`config.mk`:
```
export PLATFORM = sky130hd
export DESIGN_NAME = pipe_bubble_stage_reg
export DESIGN_NICKNAME = d
export VERILOG_FILES = /design/src/rtl/pipe_ctrl_pkg.sv /design/src/rtl/hazard_bubble_fsm.sv /design/src/rtl/pipe_bubble_stage_reg.sv
export SDC_FILE = /design/constraint.sdc
export NUM_CORES = 1
export LEC_CHECK = 0
export CAP_MARGIN = 30
export CORE_ASPECT_RATIO = 0.5
export CORE_MARGIN = 1.5
export CORE_UTILIZATION = 41
export CTS_CLUSTER_DIAMETER = 60
export DETAILED_ROUTE_END_ITERATION = 10
export PLACE_DENSITY = 0.92
export RECOVER_POWER = 100
export SYNTH_ARGS = -nofsm -noshare
export SYNTH_HDL_FRONTEND = slang
export SYNTH_SLANG_ARGS = --single-unit
```
`constraint.sdc`:
```
create_clock -name clk -period 3.8 [get_ports clk]
set_clock_uncertainty 0.2 [all_clocks]
set_input_delay 0.76 -clock clk [delete_from_list [all_inputs] [get_ports clk]]
set_output_delay 0.76 -clock clk [all_outputs]
set_load 0.01 [all_outputs]
```
`src/rtl/pipe_ctrl_pkg.sv`:
```
// Shared definitions for the ID/EX stage register: control bundle layout,
// hazard FSM state encoding and the all-zero bubble control word.
package pipe_ctrl_pkg;

  localparam int unsigned CTRL_W = 27;

  // Control bundle field offsets (LSB of each field)
  localparam int unsigned OFF_OPFUNCT   = 0;   // [9:0]
  localparam int unsigned OFF_RAM_SIZE  = 10;  // [11:10]
  localparam int unsigned OFF_SHIFT_IMM = 12;  // [14:12]
  localparam int unsigned OFF_ALU_OP    = 15;  // [18:15]
  localparam int unsigned OFF_AUIPC     = 19;
  localparam int unsigned OFF_JAL       = 20;
  localparam int unsigned OFF_JALR      = 21;
  localparam int unsigned OFF_RAM_SE    = 22;
  localparam int unsigned OFF_RAM_RW    = 23;
  localparam int unsigned OFF_RAM_EN    = 24;
  localparam int unsigned OFF_RF_EN     = 25;
  localparam int unsigned OFF_LOAD      = 26;

  typedef enum logic {
    RUN    = 1'b0,
    BUBBLE = 1'b1
  } fsm_state_t;

  localparam logic [CTRL_W-1:0] BUBBLE_CTRL = '0;

endpackage

```
`src/rtl/hazard_bubble_fsm.sv`:
```
// Load-use bubble sequencer: decides per edge whether the stage register
// loads, inserts a bubble or holds, and drives the upstream hold request.
module hazard_bubble_fsm
  import pipe_ctrl_pkg::*;
#(
  parameter int unsigned STALL_LEN = 1
) (
  input  logic clk,
  input  logic rst,
  input  logic stall,
  input  logic flush,
  input  logic load_use,
  output logic insert_bubble,
  output logic load_en,
  output logic upstream_hold
);

  localparam logic [3:0] CNT_INIT = 4'(STALL_LEN - 1);
  localparam fsm_state_t LU_STATE = (STALL_LEN > 1) ? BUBBLE : RUN;

  fsm_state_t r_state;
  fsm_state_t w_state_nxt;
  logic [3:0] r_cnt;
  logic [3:0] w_cnt_nxt;

  always_ff @(posedge clk) begin
    if (rst) begin
      r_state <= RUN;
      r_cnt   <= '0;
    end else begin
      r_state <= w_state_nxt;
      r_cnt   <= w_cnt_nxt;
    end
  end

  always_comb begin
    w_state_nxt   = r_state;
    w_cnt_nxt     = r_cnt;
    insert_bubble = 1'b0;
    load_en       = 1'b0;
    upstream_hold = stall;
    unique case (r_state)
      RUN: begin
        upstream_hold = stall | (load_use & ~flush);
        if (!stall) begin
          if (flush) begin
            insert_bubble = 1'b1;
          end else if (load_use) begin
            insert_bubble = 1'b1;
            w_cnt_nxt     = CNT_INIT;
            w_state_nxt   = LU_STATE;
          end else begin
            load_en = 1'b1;
          end
        end
      end
      BUBBLE: begin
        upstream_hold = 1'b1;
        // load_use is deliberately ignored while a sequence is running
        if (!stall) begin
          insert_bubble = 1'b1;
          if (flush || r_cnt == 4'd1) begin
            w_cnt_nxt   = '0;
            w_state_nxt = RUN;
          end else begin
            w_cnt_nxt = r_cnt - 4'd1;
          end
        end
      end
      default: begin
        w_state_nxt = RUN;
        w_cnt_nxt   = '0;
      end
    endcase
  end

endmodule

```
`src/rtl/pipe_bubble_stage_reg.sv`:
```
// ID/EX pipeline register with stall hold, flush squash and automatic
// load-use bubbles. Define PIPE_BUBBLE_STATS_EN to add the bubble_count port.
module pipe_bubble_stage_reg
  import pipe_ctrl_pkg::*;
#(
  parameter int unsigned CTRL_W    = pipe_ctrl_pkg::CTRL_W,
  parameter int unsigned DATA_W    = 32,
  parameter int unsigned NUM_DATA  = 3,
  parameter int unsigned STALL_LEN = 1
) (
  input  logic                       clk,
  input  logic                       rst,
  input  logic                       in_valid,
  input  logic [CTRL_W-1:0]          in_ctrl,
  input  logic [NUM_DATA*DATA_W-1:0] in_data,
  input  logic                       stall,
  input  logic                       flush,
  input  logic                       load_use,
  output logic                       out_valid,
  output logic [CTRL_W-1:0]          out_ctrl,
  output logic [NUM_DATA*DATA_W-1:0] out_data,
  output logic                       upstream_hold
`ifdef PIPE_BUBBLE_STATS_EN
  ,
  output logic [15:0]                bubble_count
`endif
);

  logic                       w_insert_bubble;
  logic                       w_load_en;
  logic                       r_valid;
  logic [CTRL_W-1:0]          r_ctrl;
  logic [NUM_DATA*DATA_W-1:0] r_data;

  hazard_bubble_fsm #(
    .STALL_LEN(STALL_LEN)
  ) u_fsm (
    .clk           (clk),
    .rst           (rst),
    .stall         (stall),
    .flush         (flush),
    .load_use      (load_use),
    .insert_bubble (w_insert_bubble),
    .load_en       (w_load_en),
    .upstream_hold (upstream_hold)
  );

  // Bubbles clear valid and control only; data keeps its last value
  always_ff @(posedge clk) begin
    if (rst) begin
      r_valid <= 1'b0;
      r_ctrl  <= '0;
      r_data  <= '0;
    end else if (w_insert_bubble) begin
      r_valid <= 1'b0;
      r_ctrl  <= CTRL_W'(BUBBLE_CTRL);
    end else if (w_load_en) begin
      r_valid <= in_valid;
      r_ctrl  <= in_ctrl;
      r_data  <= in_data;
    end
  end

  assign out_valid = r_valid;
  assign out_ctrl  = r_ctrl;
  assign out_data  = r_data;

`ifdef PIPE_BUBBLE_STATS_EN
  logic [15:0] r_bubble_count;

  always_ff @(posedge clk) begin
    if (rst) begin
      r_bubble_count <= '0;
    end else if (w_insert_bubble && r_bubble_count != '1) begin
      r_bubble_count <= r_bubble_count + 16'd1;
    end
  end

  assign bubble_count = r_bubble_count;
`endif

endmodule

```
==> results of run 1 <==
[worst max-delay path, stage by stage]
cell           delay (ps)
dlygate4sd3_1         640
nor2b_1                90
or3_1                 290
dlygate4sd3_1         610
[per-stage QoR]
step                std cells  hold slack [ps]  setup WS [ps]  power [mW]  area (um^2)
floorplan                 574              270           1540        1.56         4590
global placement          938              241            606        1.78         7150
detailed placement        938              246            587        1.79         7150
CTS                       970              253            593        3.40         7740
global route              970              267            432        3.47         7720
finish                    970              248            458        3.35         7720
[cell usage in the layout (no fill, tap or decap), types with 2 or more instances in the layout]
cell             Yosys  routed
a21oi_1            126     126
buf_4                0       5
bufinv_16            0       2
clkbuf_16            0      17
clkbuf_2             0       2
clkbuf_8             0       2
clkdlybuf4s50_1      0     126
clkinv_2             0       2
clkinv_4             0       2
clkinvlp_4           0       5
dfxtp_1            129     129
dlygate4sd3_1        0     126
ha_1                 2       2
inv_1                2       2
nand2_1            240     240
nand2_2             10      10
nor2_1               5       5
nor3_1               3       3
nor3b_1              2       2
nor4_1               2       3
[cells by family after synthesis]
family | after synthesis
simple gates | 268
buf+inv | 43
fa+ha+maj | 2
compound gates | 131
flops | 129
mux | 1
[routing by layer]
metal  part of all wire, %  up-vias
met5                     0        -
met4                   3.9        0
met3                   5.0       46
met2                    53      167
met1                    38     2146
li1                      -     2330
[power groups by stage]
stage | Clock (mW) | Sequential, mW | Combinational (mW)
after floorplan | 0 | 1.46 | 0.0994
after global placement | 0 | 1.44 | 0.344
after detailed placement | 0 | 1.44 | 0.349
after CTS | 1.63 | 1.41 | 0.353
after global routing | 1.70 | 1.42 | 0.360
final | 1.60 | 1.41 | 0.336
[worst min-delay path by stage]
stage | startpoint | to | slack [ps] | cells past startpoint
final | out_data[67] | out_data[67] | 250 | 2
after global routing | out_data[10] | out_data[10] | 270 | 2
after CTS | out_data[93] | out_data[93] | 250 | 2
after detailed placement | out_data[88] | out_data[88] | 250 | 2
after global placement | out_ctrl[20] | out_ctrl[20] | 240 | 2
after floorplan | u_fsm.r_cnt[3] | u_fsm.r_cnt[3] | 270 | 2
[registers in the layout, indices dropped and copies added, names as in the netlist]
name           flops
out_data          96
u_fsm.r_cnt        4
u_fsm.r_state      1
out_ctrl          27
out_valid          1
[cell usage after synthesis (all sizes together)]
cell / count
a31oi: 1
a21oi: 126
nand2: 250
o311ai: 1
nor2: 5
nor4: 3
nor3: 3
or3: 1
nor2b: 1
clkbuf: 25
dfxtp: 129
o21bai: 2
ha: 2
or4: 1
nand3b: 1
inv: 2
buf: 16
nor3b: 2
nand2b: 1
mux2i: 1
o21ai: 1
[layout make-up]
class                      instances  area [um^2]  area share (%)
multi-input combinational        402         1770            23.0
timing repair buffer             260         2590            33.5
tap                              145          181            2.35
clock inverter                    12          134            1.73
sequential                       129         2580            33.4
clock buffer                      20          457            5.91
inverter                           2         7.51          0.0972
==> run metrics, run 1 <==
initial antenna violation count 0; die boundary width between 150 and 200 um; fraction of final layout cells sized beyond drive strength 1 approximately 6.2%; reg2reg setup slack 1250 ps; Simple-Gate Fraction of Synth Area 23.5%; final slew viol count 0; half-perimeter wire length after detailed placement 9.56 mm; crit path time final 3340 ps; part of the total power dissipated in combinational logic between 10% and 20%; met3 GRT Util 5.64%; final setup violation count 0; met2 routing resource usage after global routing a little over two fifths; sequential share of power 42.1%; Compound-Gate Fraction of Synth Area 14.5%; die boundary height 77.8 um; largest net degree at the start of global routing 74; maximum level of the CTS H-tree 4; fill cell total of the finished layout 793; post-cts gate resize count 0; I/O pin total 254; WP data arrival 2380 ps; final estimated routing congestion in global placement 0.783; starting density of the core 41.9%; Max IR drop VDD 0.000379 V; most used routing layer met2; Core Rows 27; power spent charging and discharging nets 0.756 mW; remaining global-route overflow 0; Least-Margin Pin Slew 1370 ps; Clock Tree Buf Depth 2; Crit Path Max Fanout 6; Max Freq ~300 MHz; clock slew seen by the registers of the worst setup and hold paths about 50 ps; final antenna diode count 0; Port Buffer Count 253; fin crit share approximately 88%; placeable core region roughly 11000 um^2; aggregate global-route resource usage 23.0%; switch share 22.6%; met1 track demand over resource 24.1%; 1st-pass router iterations 5; Hold Vio Cnt, Final 0; Synth Warn # 0; classification of the worst-slack hold path register to register; biggest area contributors in the synthesized netlist dfxtp_1 (56%), nand2_1 (20%), a21oi_1 (14%), clkbuf_1 (2.0%), buf_6 (1.7%); count of hold buffers inserted by post-cts repair 0; post-synthesis net count approximately 700; Reg2Reg Capture Point out_data[90]; endpoint kind of the worst setup timing path primary output; power density relative to cell area approximately 430 nW/um^2; sequential area share after synthesis 56.3%; count of cells along the worst register-to-register path 4; first-pass GRT wire length about 22 mm; cts bufs inserted 17; normalized max-slew margin 8.90%; Setup Total Neg Slack 0 ps; number of violations of the max-capacitance limit 0; origin of the worst setup path flush; total wire length after detailed routing between 10 and 15 mm; number of nets still failing antenna checks after routing 0; Post-Synthesis Cell Area 4590 um^2; Vias/cell 4.83; root cell of the clock tree clkbuf_16; CP Data Required Time 2840 ps; unrepaired setup endpoints after global routing false; clock latency of the later-clocked register in the worst-skew pair roughly 400 ps; beginning of the worst register-to-register path u_fsm.r_state; # nets final 943; routed length per placed instance 14.4 um; outcome completed; Area growth, synth to finish 68.4%; DRC violation count after routing 0; setup bufs post-CTS 0; worst setup path end upstream_hold; Synth cell types 24; library cell occupying the most area in the post-synthesis netlist dfxtp_1; clock network power share 47.8%; final standard cell utilization of the core 70.6%; Seq cells post-synth 129; area fraction of the dominant cell type after synthesis 56.3%; mux contribution to synthesized area less than 1%; area of the die between 10000 and 15000 um^2; Synth Area in Adders less than 1%; Worst Path Class, Setup input port to primary output; Pleak a little over 3 nW; sort of element at the start of the critical path input port; cell-internal power roughly 2.6 mW; vias in the first global route between 4k and 5k; TritonCTS clock tree done; Sink Count 129; per-instance average area after synthesis 7.99 um^2; via total after detailed routing about 4.7k; drt initial violations 251; Mapped Cells between 500 and 600; synthesized-area fraction occupied by xor and xnor cells 0%; largest family of logic cells by synthesized area simple AND/OR/NAND/NOR gates
(Power assumes the default switching activity.)
==> run 2: changes to the inputs <==
- clock period: 3.8 -> 4.2 ns (I/O delays scaled with it)
==> run 2 against run 1 <==
Against the previous run:
- setup slack better by 230 ps
- clock power down 10%
- flip-flop and latch count unchanged
- die area unchanged
- critical path depth up 1
- wire length up 0.95%
- global-route usage up 0.47 points
- final cell count down 0.21%
- utilization down 0.15 points
- critical endpoint is now out_data[44]
- largest power group unchanged
- highest routed layer unchanged
==> run metrics, run 2 (synthesis results as in run 1) <==
WP data arrival 3580 ps; Hold Path Stages 2; die boundary width 153 um; normalized max-slew margin 8.35%; fraction of final layout cells sized beyond drive strength 1 under 10%; placeable core region 10900 um^2; Vias/cell 4.88; Crit Path Max Fanout 72; Least-Margin Pin Slew around 1400 ps; Worst Path Class, Setup input port to register; CP Data Required Time 4270 ps; Max IR drop VDD 0.000305 V; Area growth, synth to finish 68.0%; Setup Total Neg Slack 0 ps; power density relative to cell area between 300 and 400 nW/um^2; reg2reg setup slack between 1000 and 1500 ps; fin crit share between 80% and 90%; area of the die approximately 12000 um^2; hold wc startpoint out_data[37]; number of violations of the max-capacitance limit 0; starting density of the core 41.9%; routed length per placed instance between 10 and 15 um; count of hold buffers inserted by post-cts repair 0; TritonCTS clock tree done; Max Freq 285 MHz; maximum level of the CTS H-tree 4; switch share 21.5%; largest net degree at the start of global routing 73; final setup violation count 0; crit path time final 3510 ps; via total after detailed routing 4724; endpoint kind of the worst setup timing path register; most frequent cells in the layout nand2_1 (241), dfxtp_1 (129), dlygate4sd3_1 (127); root cell of the clock tree clkbuf_16; part of the total power dissipated in combinational logic 10.0%; unrepaired setup endpoints after global routing false; clock network power share 47.8%; outcome completed; post-route cell area 7710 um^2; final standard cell utilization of the core 70.4%; max reg flops 96; 1st-pass router iterations 4; clock slew seen by the registers of the worst setup and hold paths ~60 ps; Sink Count 129; Clock Tree Buf Depth 2; beginning of the worst register-to-register path u_fsm.r_state; sort of element at the start of the critical path input port; post-cts gate resize count 0; initial antenna violation count 0; DRC violation count after routing 0; Core Rows 27; sequential share of power 42.2%; setup bufs post-CTS 0; most frequent standard cell in the layout excluding fill and tap cells nand2_1; classification of the worst-slack hold path register to register; remaining global-route overflow 0; final antenna diode count 0; cts bufs inserted 17; count of cells along the worst register-to-register path 4; final estimated routing congestion in global placement 0.811; Reg2Reg Capture Point out_data[44]; post-placement cell area between 7000 and 8000 um^2; cell-internal power 2.37 mW; total wire length after detailed routing ~14 mm; drt initial violations 227; half-perimeter wire length after detailed placement about 9.5 mm; vias in the first global route approximately 4.6k; post-route setup slack just under 700 ps; number of nets still failing antenna checks after routing 0; Post-Place Setup Slack 833 ps; I/O pin total around 250; clock latency of the later-clocked register in the worst-skew pair between 400 and 500 ps; first-pass GRT wire length 22.1 mm; final slew viol count 0; die boundary height 77.8 um; aggregate global-route resource usage about a quarter; # nets final 942; Hold Vio Cnt, Final 0; power spent charging and discharging nets roughly 0.65 mW; Port Buffer Count 253; Pleak slightly above 3 nW; sink of the worst hold path out_data[37]
run 2: routing by layer:
metal | part of all wire, % | vias up | global-route usage (%)
li1 | - | 2334 | -
met1 | 39 | 2214 | 24.0
met2 | 54 | 138 | 44.6
met3 | 4.4 | 38 | 6.59
met4 | 2.8 | 0 | 11.1
met5 | 0 | - | 0
run 2: worst max-delay path: stages:
cell and delay (ps):
dlygate4sd3_1 610, or4_2 1320, clkbuf_1 540, nand2_1 180
a21oi_1 80
run 2: power by group through the flow:
stage	clock network, mW	logic (mW)	registers (mW)
after CTS	1.47	0.318	1.28
after global routing	1.52	0.324	1.28
after global placement	0	0.310	1.30
after floorplan	0	0.0900	1.32
final	1.44	0.302	1.28
after detailed placement	0	0.315	1.30
run 2: worst max path at each step:
stage          startpoint       endpoint  slack, ps  depth (start not counted)
2_1_floorplan       stall  upstream_hold       1780                          2
3_3_place_gp        flush  upstream_hold        850                          4
3_5_place_dp        flush  upstream_hold        830                          4
4_1_cts             flush  upstream_hold        830                          4
5_1_grt             stall   out_data[44]        400                          5
6_report            flush   out_data[44]        690                          5
run 2: area by class of cell:
cell class	count	area (um^2)
clock inverter	4	45.0
inverter	2	7.51
fill	818	3240
sequential	129	2580
tap	145	181
clock buffer	27	543
multi-input combinational	402	1770
timing repair buffer	259	2580
run 2: per-stage QoR:
stage | power (mW) | instances | hold slack [ps]
2_1_floorplan | 1.41 | 574 | 270
3_3_place_gp | 1.61 | 937 | 241
3_5_place_dp | 1.62 | 937 | 245
4_1_cts | 3.06 | 968 | 253
5_1_grt | 3.13 | 968 | 262
6_report | 3.02 | 968 | 248
==> run 3: changes to the inputs <==
- CORE_UTILIZATION: 41 -> 39
- PLACE_DENSITY: 0.92 -> 0.88
- clock period: 4.2 -> 3.6 ns (I/O delays scaled with it)
==> run 3 against run 2 <==
Against the previous run:
- wire length increased by 0.20%
- critical endpoint is now upstream_hold
- first-iteration DRC count increased by 17%
- highest routed layer unchanged
- flip-flop and latch count unchanged
- via count decreased by 1.9%
- critical path depth decreased by 1
- clock-buffer cell count decreased by 6
- die area increased by 5.0%
- non-clock buffer count decreased by 1
- cell area increased by 1.5%
- setup slack got worse by 370 ps
- final cell count increased by 1.4%
- sequential share of layout area decreased by 0.49 points
==> run metrics, run 3 (synthesis results as in run 1) <==
outcome completed; half-perimeter wire length after detailed placement 9.57 mm; I/O pin total roughly 250; final antenna diode count 0; max reg flops between 90 and 100; crit-path most repeated cell dlygate4sd3_1; Pleak around 3.2 nW; fraction of final layout cells sized beyond drive strength 1 4.62%; crit path time final approximately 3300 ps; Least-Margin Pin Slew roughly 1200 ps; slowest cell on the critical path dlygate4sd3_1; reg2reg setup slack around 1100 ps; placeable core region 11200 um^2; unrepaired setup endpoints after global routing false; normalized max-slew margin between 20% and 30%; total wire length after detailed routing about 14 mm; largest net degree at the start of global routing 93; worst-path cell chain dlygate4sd3_1 -> nor2b_1 -> or3_1 -> dlygate4sd3_1; first-pass GRT wire length roughly 22 mm; count of hold buffers inserted by post-cts repair 0; Area growth, synth to finish 70.5%; setup bufs post-CTS 0; Vias/cell around 4.7; final estimated routing congestion in global placement 0.889; cell family with the largest share of critical-path delay buffers and inverters; post-cts gate resize count 0; fill cell total of the finished layout 873; endpoint kind of the worst setup timing path primary output; TritonCTS clock tree done; Worst path max stage delay 600 ps; die boundary width 156 um; WP data arrival ~2400 ps; via total after detailed routing around 4.6k; vias in the first global route 4460; Worst Path Class, Setup input port to primary output; most frequent standard cell in the layout excluding fill and tap cells nand2_1; Port Buffer Count 253; fin crit share 91.1%; number of violations of the max-capacitance limit 0; Max IR drop VDD 0.000296 V; remaining global-route overflow 0; post-route worst hold slack 248 ps; drt initial violations 265; number of nets still failing antenna checks after routing 0; area of the die approximately 12000 um^2; routed length per placed instance 14.4 um; final setup violation count 0; Max Freq 305 MHz; cts bufs inserted 17; DRC violation count after routing 0; # nets final between 900 and 1k; Clock Tree Buf Depth 2; clock latency of the later-clocked register in the worst-skew pair 390 ps; initial antenna violation count 0; CP Data Required Time 2680 ps; power density relative to cell area 495 nW/um^2; root cell of the clock tree clkbuf_16; Setup Total Neg Slack 0 ps; Core Rows 27; most frequent cells in the layout nand2_1 (250), dfxtp_1 (129), dlygate4sd3_1 (127); Sink Count between 100 and 150; aggregate global-route resource usage 22.6%; buffers plus inverters on the worst setup path 2; final slew viol count 0; maximum level of the CTS H-tree 4; 1st-pass router iterations 4; starting density of the core about two fifths; die boundary height 79.7 um; sort of element at the start of the critical path input port; Hold Vio Cnt, Final 0; Crit Path Max Fanout 4; classification of the worst-slack hold path register to register; clock slew seen by the registers of the worst setup and hold paths 50 ps
==> run 3: power breakdown <==
group / internal [mW] / switching (mW)
registers: 1.47 / 0.0186
logic: 0.205 / 0.146
clock network: 1.42 / 0.611
==> run 3: worst paths after layout <==
path	start	end	cells after the start
worst max-delay path	load_use	upstream_hold	4
worst min register to register	out_data[95]	out_data[95]	2
worst min-delay path	out_data[95]	out_data[95]	2
worst max register to register	u_fsm.r_state	out_ctrl[2]	4
==> run 3: area by class of cell <==
class	count	area [um^2]	share of cell area [%]
repair buffers	258	2590	33.1
flip-flops and latches	129	2580	33.0
multi-input cells	402	1740	22.3
clock buffers	21	470	6.01
clock inverters	11	230	2.94
well taps	159	199	2.54
inverters	2	7.51	0.0960
==> run 3: worst reg2reg max path: stages, from the launching register on <==
cell and delay (ps):
dfxtp_1 370, nor4_1 650, clkbuf_2 890, nand2_1 160, a21oi_1 170
==> run 3: stage by stage <==
step	utilization, %	power (mW)	instance area, um^2	worst slack [ps]	std cells
global placement	63.9	1.88	7170	503	950
global route	69.8	4.01	7820	288	982
finish	69.8	3.87	7820	320	982
floorplan	-	1.64	4590	1420	574
detailed placement	63.9	1.89	7170	491	950
CTS	70.2	3.93	7870	487	982
==> run 3: layer usage <==
| layer | GRT usage (%) | share of wire [%] | vias to the layer above |
|---|---|---|---|
| li1 | - | - | 2324 |
| met1 | 23.5 | 38 | 2131 |
| met2 | 41.8 | 53 | 145 |
| met3 | 6.79 | 5.3 | 35 |
| met4 | 11.3 | 3.3 | 0 |
| met5 | 0 | 0 | - |
